[config.mk]
export PLATFORM = sky130hd
export DESIGN_NAME = multi_chan_data_sync_flat
export DESIGN_NICKNAME = d
export VERILOG_FILES = /design/src/rtl/multi_chan_data_sync_if.sv /design/src/rtl/multi_chan_data_sync.sv /design/src/flat_wrapper.sv
export SDC_FILE = /design/constraint.sdc
export NUM_CORES = 1
export LEC_CHECK = 0
export ABC_CLOCK_PERIOD_IN_PS = 2009
export BUFFER_PORTS_ARGS = -buffer_cell sky130_fd_sc_hd__buf_2
export CAP_MARGIN = 25
export CORE_UTILIZATION = 49
export CTS_CLUSTER_DIAMETER = 150
export CTS_CLUSTER_SIZE = 40
export DETAILED_ROUTE_END_ITERATION = 8
export GPL_ROUTABILITY_DRIVEN = 0
export PLACE_DENSITY = 0.75
export SYNTH_ARGS = -nofsm -noshare
export SYNTH_HDL_FRONTEND = slang
export SYNTH_SLANG_ARGS = --single-unit
export TNS_END_PERCENT = 100
[constraint.sdc]
create_clock -name clk -period 2.01 [get_ports clk]
set_clock_uncertainty 0.05 [all_clocks]
set_input_delay 0.3015 -clock clk [delete_from_list [all_inputs] [get_ports clk]]
set_output_delay 0.3015 -clock clk [all_outputs]
set_load 0.1 [all_outputs]
[src/rtl/multi_chan_data_sync_if.sv]
// Merged output stream of multi_chan_data_sync.
//   out_data   word taken from the granted channel
//   out_chan   index of the channel that produced out_data
//   out_valid  out_data/out_chan hold a word
//   out_ready  consumer accepts the word on this edge
// master: the synchronizer (drives data/chan/valid); slave: the consumer (drives ready).
interface multi_chan_data_sync_if #(
  parameter int unsigned BUS_WIDTH = 8,
  parameter int unsigned NUM_CHAN  = 4
);
  localparam int unsigned CHAN_W = (NUM_CHAN > 1) ? $clog2(NUM_CHAN) : 1;

  logic [BUS_WIDTH-1:0] out_data;
  logic [CHAN_W-1:0]    out_chan;
  logic                 out_valid;
  logic                 out_ready;

  modport master (
    output out_data,
    output out_chan,
    output out_valid,
    input  out_ready
  );

  modport slave (
    input  out_data,
    input  out_chan,
    input  out_valid,
    output out_ready
  );
endinterface

[src/rtl/multi_chan_data_sync.sv]
// Multi-channel enable-qualified bus synchronizer into the clk domain.
// Each channel passes its enable through a NUM_STAGE flop chain, detects an event
// (rising edge, or any edge when TOGGLE_MODE != 0), pulses enable_pulse for one cycle
// and captures its bus word. Captured words merge into one valid/ready stream through
// a round-robin arbiter; a second event on a still-pending channel sets its sticky
// overrun bit and overwrites the word (latest wins).
// Ports:
//   clk, rst       clock, synchronous active-high reset
//   unsync_bus     NUM_CHAN words, channel c at [c*BUS_WIDTH +: BUS_WIDTH]
//   bus_enable     per-channel asynchronous qualifier
//   sync_bus       per-channel last captured word
//   enable_pulse   one-cycle pulse per captured event
//   overrun        sticky per-channel overrun flags
//   clr_overrun    clears all overrun flags (a same-edge new overrun wins)
//   out_stream     merged output stream (master side)
module multi_chan_data_sync #(
  parameter int unsigned NUM_STAGE   = 2,
  parameter int unsigned BUS_WIDTH   = 8,
  parameter int unsigned NUM_CHAN    = 4,
  parameter int unsigned TOGGLE_MODE = 0
) (
  input  logic                          clk,
  input  logic                          rst,
  input  logic [NUM_CHAN*BUS_WIDTH-1:0] unsync_bus,
  input  logic [NUM_CHAN-1:0]           bus_enable,
  output logic [NUM_CHAN*BUS_WIDTH-1:0] sync_bus,
  output logic [NUM_CHAN-1:0]           enable_pulse,
  output logic [NUM_CHAN-1:0]           overrun,
  input  logic                          clr_overrun,
  multi_chan_data_sync_if.master        out_stream
);

  localparam int unsigned CHAN_W = (NUM_CHAN > 1) ? $clog2(NUM_CHAN) : 1;
  // Edges 1..NUM_STAGE+1 after release are masked: the last of them is where an
  // enable held through reset first reaches the chain end while prev is still 0.
  localparam int unsigned STARTUP = NUM_STAGE + 1;
  localparam int unsigned CNT_W   = $clog2(STARTUP + 1);

  logic [NUM_CHAN-1:0]  sync_q [NUM_STAGE];
  logic [NUM_CHAN-1:0]  prev_q;
  logic [CNT_W-1:0]     startup_q, startup_d;
  logic                 startup_busy;

  logic [BUS_WIDTH-1:0] word_q [NUM_CHAN];
  logic [BUS_WIDTH-1:0] word_d [NUM_CHAN];
  logic [NUM_CHAN-1:0]  pulse_q;
  logic [NUM_CHAN-1:0]  pending_q, pending_d;
  logic [NUM_CHAN-1:0]  overrun_q, overrun_d;

  logic [BUS_WIDTH-1:0] out_data_q, out_data_d;
  logic [CHAN_W-1:0]    out_chan_q, out_chan_d;
  logic                 out_valid_q, out_valid_d;
  logic [CHAN_W-1:0]    ptr_q, ptr_d;

  logic [NUM_CHAN-1:0]  edge_raw;
  logic [NUM_CHAN-1:0]  evt;
  logic [NUM_CHAN-1:0]  grant;
  logic [CHAN_W-1:0]    grant_idx;
  logic                 grant_found;
  logic                 can_issue;

  // Event detection on the synchronized enable.
  if (TOGGLE_MODE != 0) begin : g_toggle
    assign edge_raw = sync_q[NUM_STAGE-1] ^ prev_q;
  end else begin : g_level
    assign edge_raw = sync_q[NUM_STAGE-1] & ~prev_q;
  end

  assign startup_busy = (startup_q != '0);
  assign startup_d    = startup_busy ? startup_q - 1'b1 : startup_q;
  assign evt          = startup_busy ? '0 : edge_raw;

  // Round-robin search starting at ptr+1; only already-pending words are eligible,
  // so a word captured on this edge is offered from the next edge on.
  always_comb begin
    grant_found = 1'b0;
    grant_idx   = '0;
    for (int unsigned i = 1; i <= NUM_CHAN; i++) begin
      if (!grant_found && pending_q[CHAN_W'((32'(ptr_q) + i) % NUM_CHAN)]) begin
        grant_found = 1'b1;
        grant_idx   = CHAN_W'((32'(ptr_q) + i) % NUM_CHAN);
      end
    end
    can_issue = ~out_valid_q | out_stream.out_ready;
    grant     = (can_issue && grant_found) ? (NUM_CHAN'(1) << grant_idx) : '0;
  end

  always_comb begin
    // A grant and a new event on the same channel: the old word leaves, the new one
    // stays pending, and it is not an overrun.
    pending_d = (pending_q & ~grant) | evt;
    overrun_d = (overrun_q & ~{NUM_CHAN{clr_overrun}}) | (evt & pending_q & ~grant);
    for (int c = 0; c < int'(NUM_CHAN); c++) begin
      word_d[c] = evt[c] ? unsync_bus[c*BUS_WIDTH +: BUS_WIDTH] : word_q[c];
    end

    out_valid_d = out_valid_q;
    out_data_d  = out_data_q;
    out_chan_d  = out_chan_q;
    ptr_d       = ptr_q;
    if (|grant) begin
      out_valid_d = 1'b1;
      out_data_d  = word_q[grant_idx];
      out_chan_d  = grant_idx;
      ptr_d       = grant_idx;
    end else if (out_stream.out_ready) begin
      out_valid_d = 1'b0;
    end
  end

  always_ff @(posedge clk) begin
    if (rst) begin
      for (int i = 0; i < int'(NUM_STAGE); i++) begin
        sync_q[i] <= '0;
      end
      prev_q    <= '0;
      startup_q <= CNT_W'(STARTUP);
      pulse_q   <= '0;
      for (int c = 0; c < int'(NUM_CHAN); c++) begin
        word_q[c] <= '0;
      end
      pending_q   <= '0;
      overrun_q   <= '0;
      out_valid_q <= 1'b0;
      out_data_q  <= '0;
      out_chan_q  <= '0;
      ptr_q       <= CHAN_W'(NUM_CHAN - 1);
    end else begin
      sync_q[0] <= bus_enable;
      for (int i = 1; i < int'(NUM_STAGE); i++) begin
        sync_q[i] <= sync_q[i-1];
      end
      // prev keeps tracking during the startup window so held levels never fire.
      prev_q    <= sync_q[NUM_STAGE-1];
      startup_q <= startup_d;
      pulse_q   <= evt;
      for (int c = 0; c < int'(NUM_CHAN); c++) begin
        word_q[c] <= word_d[c];
      end
      pending_q   <= pending_d;
      overrun_q   <= overrun_d;
      out_valid_q <= out_valid_d;
      out_data_q  <= out_data_d;
      out_chan_q  <= out_chan_d;
      ptr_q       <= ptr_d;
    end
  end

  for (genvar c = 0; c < NUM_CHAN; c++) begin : g_flat
    assign sync_bus[c*BUS_WIDTH +: BUS_WIDTH] = word_q[c];
  end

  assign enable_pulse         = pulse_q;
  assign overrun              = overrun_q;
  assign out_stream.out_data  = out_data_q;
  assign out_stream.out_chan  = out_chan_q;
  assign out_stream.out_valid = out_valid_q;

endmodule

[src/flat_wrapper.sv]
// flat-port wrapper written by rule: the top's interface ports become plain ports
module multi_chan_data_sync_flat 
#(
  parameter int unsigned NUM_STAGE   = 2,
  parameter int unsigned BUS_WIDTH   = 8,
  parameter int unsigned NUM_CHAN    = 4,
  parameter int unsigned TOGGLE_MODE = 0
)
  (clk, rst, unsync_bus, bus_enable, sync_bus, enable_pulse, overrun, clr_overrun, out_stream_out_data, out_stream_out_chan, out_stream_out_valid, out_stream_out_ready);
  multi_chan_data_sync_if #(.BUS_WIDTH(BUS_WIDTH), .NUM_CHAN(NUM_CHAN)) out_stream_i ();
  input  logic clk;
  input  logic rst;
  input  logic [NUM_CHAN*BUS_WIDTH-1:0] unsync_bus;
  input  logic [NUM_CHAN-1:0] bus_enable;
  output logic [NUM_CHAN*BUS_WIDTH-1:0] sync_bus;
  output logic [NUM_CHAN-1:0] enable_pulse;
  output logic [NUM_CHAN-1:0] overrun;
  input  logic clr_overrun;
  output wire logic [$bits(out_stream_i.out_data)-1:0] out_stream_out_data;
  output wire logic [$bits(out_stream_i.out_chan)-1:0] out_stream_out_chan;
  output wire logic [$bits(out_stream_i.out_valid)-1:0] out_stream_out_valid;
  input wire logic [$bits(out_stream_i.out_ready)-1:0] out_stream_out_ready;
  assign out_stream_out_data = out_stream_i.out_data;
  assign out_stream_out_chan = out_stream_i.out_chan;
  assign out_stream_out_valid = out_stream_i.out_valid;
  assign out_stream_i.out_ready = out_stream_out_ready;
  multi_chan_data_sync #(.NUM_STAGE(NUM_STAGE), .BUS_WIDTH(BUS_WIDTH), .NUM_CHAN(NUM_CHAN), .TOGGLE_MODE(TOGGLE_MODE)) u_core (.clk(clk), .rst(rst), .unsync_bus(unsync_bus), .bus_enable(bus_enable), .sync_bus(sync_bus), .enable_pulse(enable_pulse), .overrun(overrun), .clr_overrun(clr_overrun), .out_stream(out_stream_i));
endmodule
==> flow_metrics.env, run 1 <==
export IMPL_postCtsHoldBufs=0
export IMPL_antenna_found_initial=0
export IMPL_rsz0062_at_grt="no"
export IMPL_async_reset_ff_share_pct=0
export IMPL_fillers=446
export IMPL_clock_latency_ps=340
export IMPL_drive_gt1_share_pct=32.9
export IMPL_antenna_left=0
export IMPL_place_ws_ps=150
export IMPL_outcome="finished, final reports clean"
export IMPL_timing_fmax_ghz=0.560
export IMPL_cp_top_family="simple AND/OR/NAND/NOR gates"
export IMPL_core_sq_um=5200
export IMPL_synth_area_leaders="dfxtp_1 (52%), mux2i_1 (16%), nor2_1 (4.6%), nor2b_1 (3.0%), a21oi_1 (3.0%)"
export IMPL_cts_resized=0
export IMPL_hpwl_mm=4.33
export IMPL_clock_sinks=71
export IMPL_grt_pass1_vias=2157
export IMPL_synth_common_cells="dfxtp_1 (71), mux2i_1 (42), nor2_1 (33)"
export IMPL_yosysWarnings=0
export IMPL_htree_levels=3
export IMPL_area_delta_synth_final_pct=26.3
export IMPL_synth_edff_count=0
export IMPL_diodes=0
export IMPL_seq_area_frac_synth_pct=52.5
export IMPL_fin_nets=404
export IMPL_hp_class="in2reg"
export IMPL_arrival_ps=1920
export IMPL_crit_fanout=8
export IMPL_die_h_microns=76.4
export IMPL_syn_num_nets=309
export IMPL_io_pins=91
export IMPL_ir_drop_mv=0.762
export IMPL_cts_clk_slew_worst_paths_ps=70
export IMPL_grt_max_degree=30
export IMPL_syn_cell_area_sq_um=2710
export IMPL_cpMaxStageDelayCell="dfxtp_1"
export IMPL_initial_core_util_pct=52.0
export IMPL_yosysTopAreaCell="dfxtp_1"
export IMPL_cts_buffers=9
export IMPL_critPathLaunchType="flop"
export IMPL_vias=2238
export IMPL_grt_overflow_total=0
export IMPL_worst_slack_ps=225
export IMPL_p_leak_nw=1.79
export IMPL_io_buffers=90
export IMPL_die_area_sq_um=5830
export IMPL_crit_type="reg2reg"
export IMPL_tightest_slew_ps=587
export IMPL_crit_required_ps=2140
export IMPL_cts_root_buf="clkbuf_8"
export IMPL_multi_input_area_sq_um=1190
export IMPL_synth_top_area_share_pct=52.5
export IMPL_ys_flop_type="dfxtp_1"
export IMPL_cts_buffer_depth=2
export IMPL_critPathBufInv=0
export IMPL_dr_pass1_iters=4
export IMPL_via_per_inst=5.11
export IMPL_yosys_register_bits=71
export IMPL_setup_violations=0
export IMPL_drcViolationCount=0
export IMPL_finalMaxSlewViolations=0
export IMPL_synthCells=268
export IMPL_synth_cell_types=32
export IMPL_slew_headroom_pct=60.7
export IMPL_hold_viol_final=0
export IMPL_grt_pass1_wl_mm=10.5
export IMPL_min_period_ps=1790
export IMPL_avgSynthCellArea_sq_um=10.1
export IMPL_regArea_sq_um=1420
export IMPL_cts_tree="yes"
export IMPL_num_rows=26
export IMPL_fin_setup_tns_ps=0
export IMPL_routed_wl_mm=6.21
export IMPL_grt_use_total_pct=23.3
export IMPL_die_width_microns=76.4
export IMPL_drv_cap=0
export IMPL_yosys_cell_count_top_type="dfxtp_1"
export IMPL_wl_per_cell_microns=14.2
export IMPL_end_kind="flop"
export IMPL_first_iter_violations=140
export IMPL_fin_crit_sh_pct=88.8
export IMPL_crit_chain="and2b_2, o31a_1, nor2_1, a221oi_1"
export IMPL_cpPeakStageDelay_ps=440
export IMPL_power_density_nw_per_um2=865
export IMPL_post_cts_buffers=0
cell type report:
class / instances / share of cell area (%)
Timing Repair Buffer: 99 / 15.1
Multi-Input combinational cell: 178 / 34.8
Tap cell: 70 / 2.56
Clock inverter: 4 / 1.32
Clock buffer: 12 / 4.24
Sequential cell: 71 / 41.5
Inverter: 4 / 0.439
worst register-to-register path: cells and delay by family, from the launching register on:
kind               cells  cell delay (ps)
and+or+nand+nor        2              690
DFF                    1              440
AOI/OAI and AO/OA      2              440
metal layers:
metal,share of wire [%],track usage (%),wire (microns)
met1,46,29.6,2870
met2,46,36.7,2850
met3,6.0,5.87,374
met4,1.8,11.5,110
met5,0,0,0
where the power goes:
part	internal (mW)	leakage [nW]	switching [mW]	total (mW)
logic	0.112	1.11	0.264	0.376
registers	1.45	0.575	0.0266	1.48
clock network	0.602	0.100	0.505	1.11
total	2.16	1.79	0.795	2.96
state kept, by name, indices dropped and copies added, names as in the netlist:
register / cells
u_core.startup_q: 2
u_core.prev_q: 4
u_core.out_stream.out_valid: 1
u_core.ptr_q: 2
u_core.out_stream.out_chan: 2
u_core.enable_pulse: 4
u_core.out_stream.out_data: 8
u_core.word_q: 32
u_core.overrun: 4
u_core.sync_q: 8
u_core.pending_q: 4
metrics by stage:
stage	hold slack [ps]	area (sq um)	cells	power, mW	utilization, %
floorplan	335	2710	268	1.78	-
global placement	366	3230	422	1.87	62.1
detailed placement	372	3230	422	1.88	62.1
CTS	110	3420	438	2.97	65.7
global route	118	3420	438	3.07	65.7
finish	115	3420	438	2.96	65.7
cell usage in the layout, fill, tap and decap left out:
cell	n
a21boi_4	1
a21o_1	1
a21oi_1	16
a221oi_1	8
and2b_2	1
and3b_2	1
buf_2	90
buf_4	9
bufinv_16	1
clkbuf_1	2
clkbuf_8	10
clkinv_2	3
dfxtp_1	71
ha_1	1
inv_1	4
mux2i_1	42
nand2_1	19
nand2b_1	3
nand3_1	8
nand3b_1	3
nor2_1	33
nor2b_1	13
nor3_1	1
nor4_1	1
o21a_2	1
o21ai_0	5
o21ai_1	1
o21ai_4	1
o21bai_1	9
o22a_2	1
o31a_1	1
o31ai_1	4
or2_2	2
xor2_1	1
path summary, 6_finish.rpt:
kind	from	endpoint	slack, ps	cells after the start
hold reg to reg	u_core.sync_q[0][0]	u_core.sync_q[0][4]	390	1
hold / removal	bus_enable[1]	u_core.sync_q[0][1]	120	2
setup / recovery	u_core.ptr_q[1]	u_core.out_stream.out_data[1]	220	4
setup reg to reg	u_core.ptr_q[1]	u_core.out_stream.out_data[1]	220	4
cell families after synthesis:
family	Yosys count	synth area share [%]
and+or+nand+nor	85	14.8
DFF	71	52.5
muxes	42	15.5
buffers and inverters	19	3.65
xor gates and xnor gates	1	0.323
AOI/OAI and AO/OA	49	12.8
adders and majority gates	1	0.462
(Power assumes the default switching activity.)
==> run 2: changes to the inputs <==
==> constraint.sdc (replaced) <==
create_clock -name clk -period 2.01 [get_ports clk]
set_clock_uncertainty 0.05 [all_clocks]
set_input_delay 0.1005 -clock clk [delete_from_list [all_inputs] [get_ports clk]]
set_output_delay 0.1005 -clock clk [all_outputs]
set_load 0.1 [all_outputs]
==> flow_metrics.env, run 2 (synthesized netlist as in run 1, its figures left out) <==
export IMPL_crit_required_ps=2140
export IMPL_grt_use_total_pct=25.4
export IMPL_die_area_sq_um=5830
export IMPL_post_cts_buffers=0
export IMPL_clock_latency_ps=330
export IMPL_grt_pass1_wl_mm=11.5
export IMPL_cts_clk_slew_worst_paths_ps=70
export IMPL_fin_setup_tns_ps=0
export IMPL_place_ws_ps=108
export IMPL_fin_hold_ws_ps=13.4
export IMPL_largest_reg_flops=32
export IMPL_antenna_found_initial=0
export IMPL_die_h_microns=76.4
export IMPL_htree_levels=3
export IMPL_outcome="finished, final reports clean"
export IMPL_hp_class="in2reg"
export IMPL_num_rows=26
export IMPL_crit_type="reg2reg"
export IMPL_via_per_inst=5.03
export IMPL_layout_common_cells="buf_2 (90), dfxtp_1 (71), mux2i_1 (42), dlygate4sd3_1 (36), nor2_1 (33)"
export IMPL_first_iter_violations=127
export IMPL_crit_chain="and2b_2, o31a_1, nor2_1, a221oi_1"
export IMPL_fin_nets=439
export IMPL_regMostFlops="u_core.word_q"
export IMPL_cp_top_family="simple AND/OR/NAND/NOR gates"
export IMPL_drcViolationCount=0
export IMPL_grt_overflow_total=0
export IMPL_tightest_slew_ps=605
export IMPL_timing_fmax_ghz=0.549
export IMPL_place_area_sq_um=3220
export IMPL_cpMaxStageDelayCell="nor2_1"
export IMPL_layout_commonest_cell="buf_2"
export IMPL_io_pins=91
export IMPL_power_density_nw_per_um2=796
export IMPL_cpPeakStageDelay_ps=470
export IMPL_worst_slack_ps=187
export IMPL_finalMaxSlewViolations=0
export IMPL_initial_core_util_pct=52.0
export IMPL_setup_violations=0
export IMPL_core_sq_um=5200
export IMPL_diodes=0
export IMPL_fin_crit_sh_pct=90.7
export IMPL_clock_sinks=71
export IMPL_antenna_left=0
export IMPL_hpwl_mm=4.32
export IMPL_min_period_ps=1820
export IMPL_crit_fanout=8
export IMPL_drv_cap=0
export IMPL_cts_tree="yes"
export IMPL_critPathLaunchType="flop"
export IMPL_drive_gt1_share_pct=29.8
export IMPL_wl_per_cell_microns=14.5
export IMPL_die_width_microns=76.4
export IMPL_arrival_ps=1960
export IMPL_area_delta_synth_final_pct=39.4
export IMPL_ir_drop_mv=0.635
export IMPL_grt_pass1_vias=2367
export IMPL_grt_max_degree=29
export IMPL_end_kind="flop"
export IMPL_cts_root_buf="clkbuf_8"
export IMPL_rsz0062_at_grt="no"
export IMPL_routed_wl_mm=6.87
export IMPL_vias=2379
export IMPL_io_buffers=90
export IMPL_cts_buffer_depth=2
export IMPL_hold_viol_final=0
export IMPL_critPathBufInv=0
export IMPL_slew_headroom_pct=59.6
export IMPL_dr_pass1_iters=4
export IMPL_p_leak_nw=1.93
export IMPL_stdcell_area_sq_um=3770
export IMPL_cts_buffers=9
==> run 2: worst paths after layout <==
kind,startpoint,slack (ps),endpoint,depth (start not counted)
max reg2reg,u_core.ptr_q[1],190,u_core.out_stream.out_data[6],4
min,out_stream_out_ready,10,u_core.out_stream.out_valid,4
max,u_core.ptr_q[1],190,u_core.out_stream.out_data[6],4
min reg2reg,u_core.sync_q[0][1],390,u_core.sync_q[0][5],1
==> run 2: timing repair <==
action	CTS	global route
endpoints found under the hold margin	36	0
endpoints found under the setup margin	0	2
gates resized for setup	0	1
hold buffers	36	0
==> run 2: area by class of cell <==
class	instances	area (sq um)
fillers	392	1430
flip-flops and latches	71	1420
multi-input cells	178	1190
repair buffers	134	871
clock buffers	12	145
well taps	70	87.6
clock inverters	4	45.0
inverters	4	15.0
==> run 2: worst min-delay path, cell delays in order <==
cell and delay (ps):
buf_2 70, inv_1 50, nand2_1 70, a21oi_1 50
==> run 2: where the power goes <==
| part | switching [mW] | internal (mW) |
|---|---|---|
| Combinational | 0.271 | 0.155 |
| Sequential | 0.0271 | 1.45 |
| Clock | 0.499 | 0.602 |
==> run 2: stage by stage <==
stage               cells  util [%]  power, mW
global placement      421      61.9       1.87
finish                473      72.5       3.00
CTS                   473      72.5       3.00
floorplan             268         -       1.78
global route          473      72.5       3.12
detailed placement    421      61.9       1.88
==> run 2: layer usage <==
metal / vias up / global-route usage (%) / wire, microns
met4: 0 / 9.81 / 97
met5: - / 0 / 0
met3: 10 / 4.79 / 333
met2: 78 / 44.3 / 3500
li1: 1187 / - / -
met1: 1104 / 30.8 / 2940
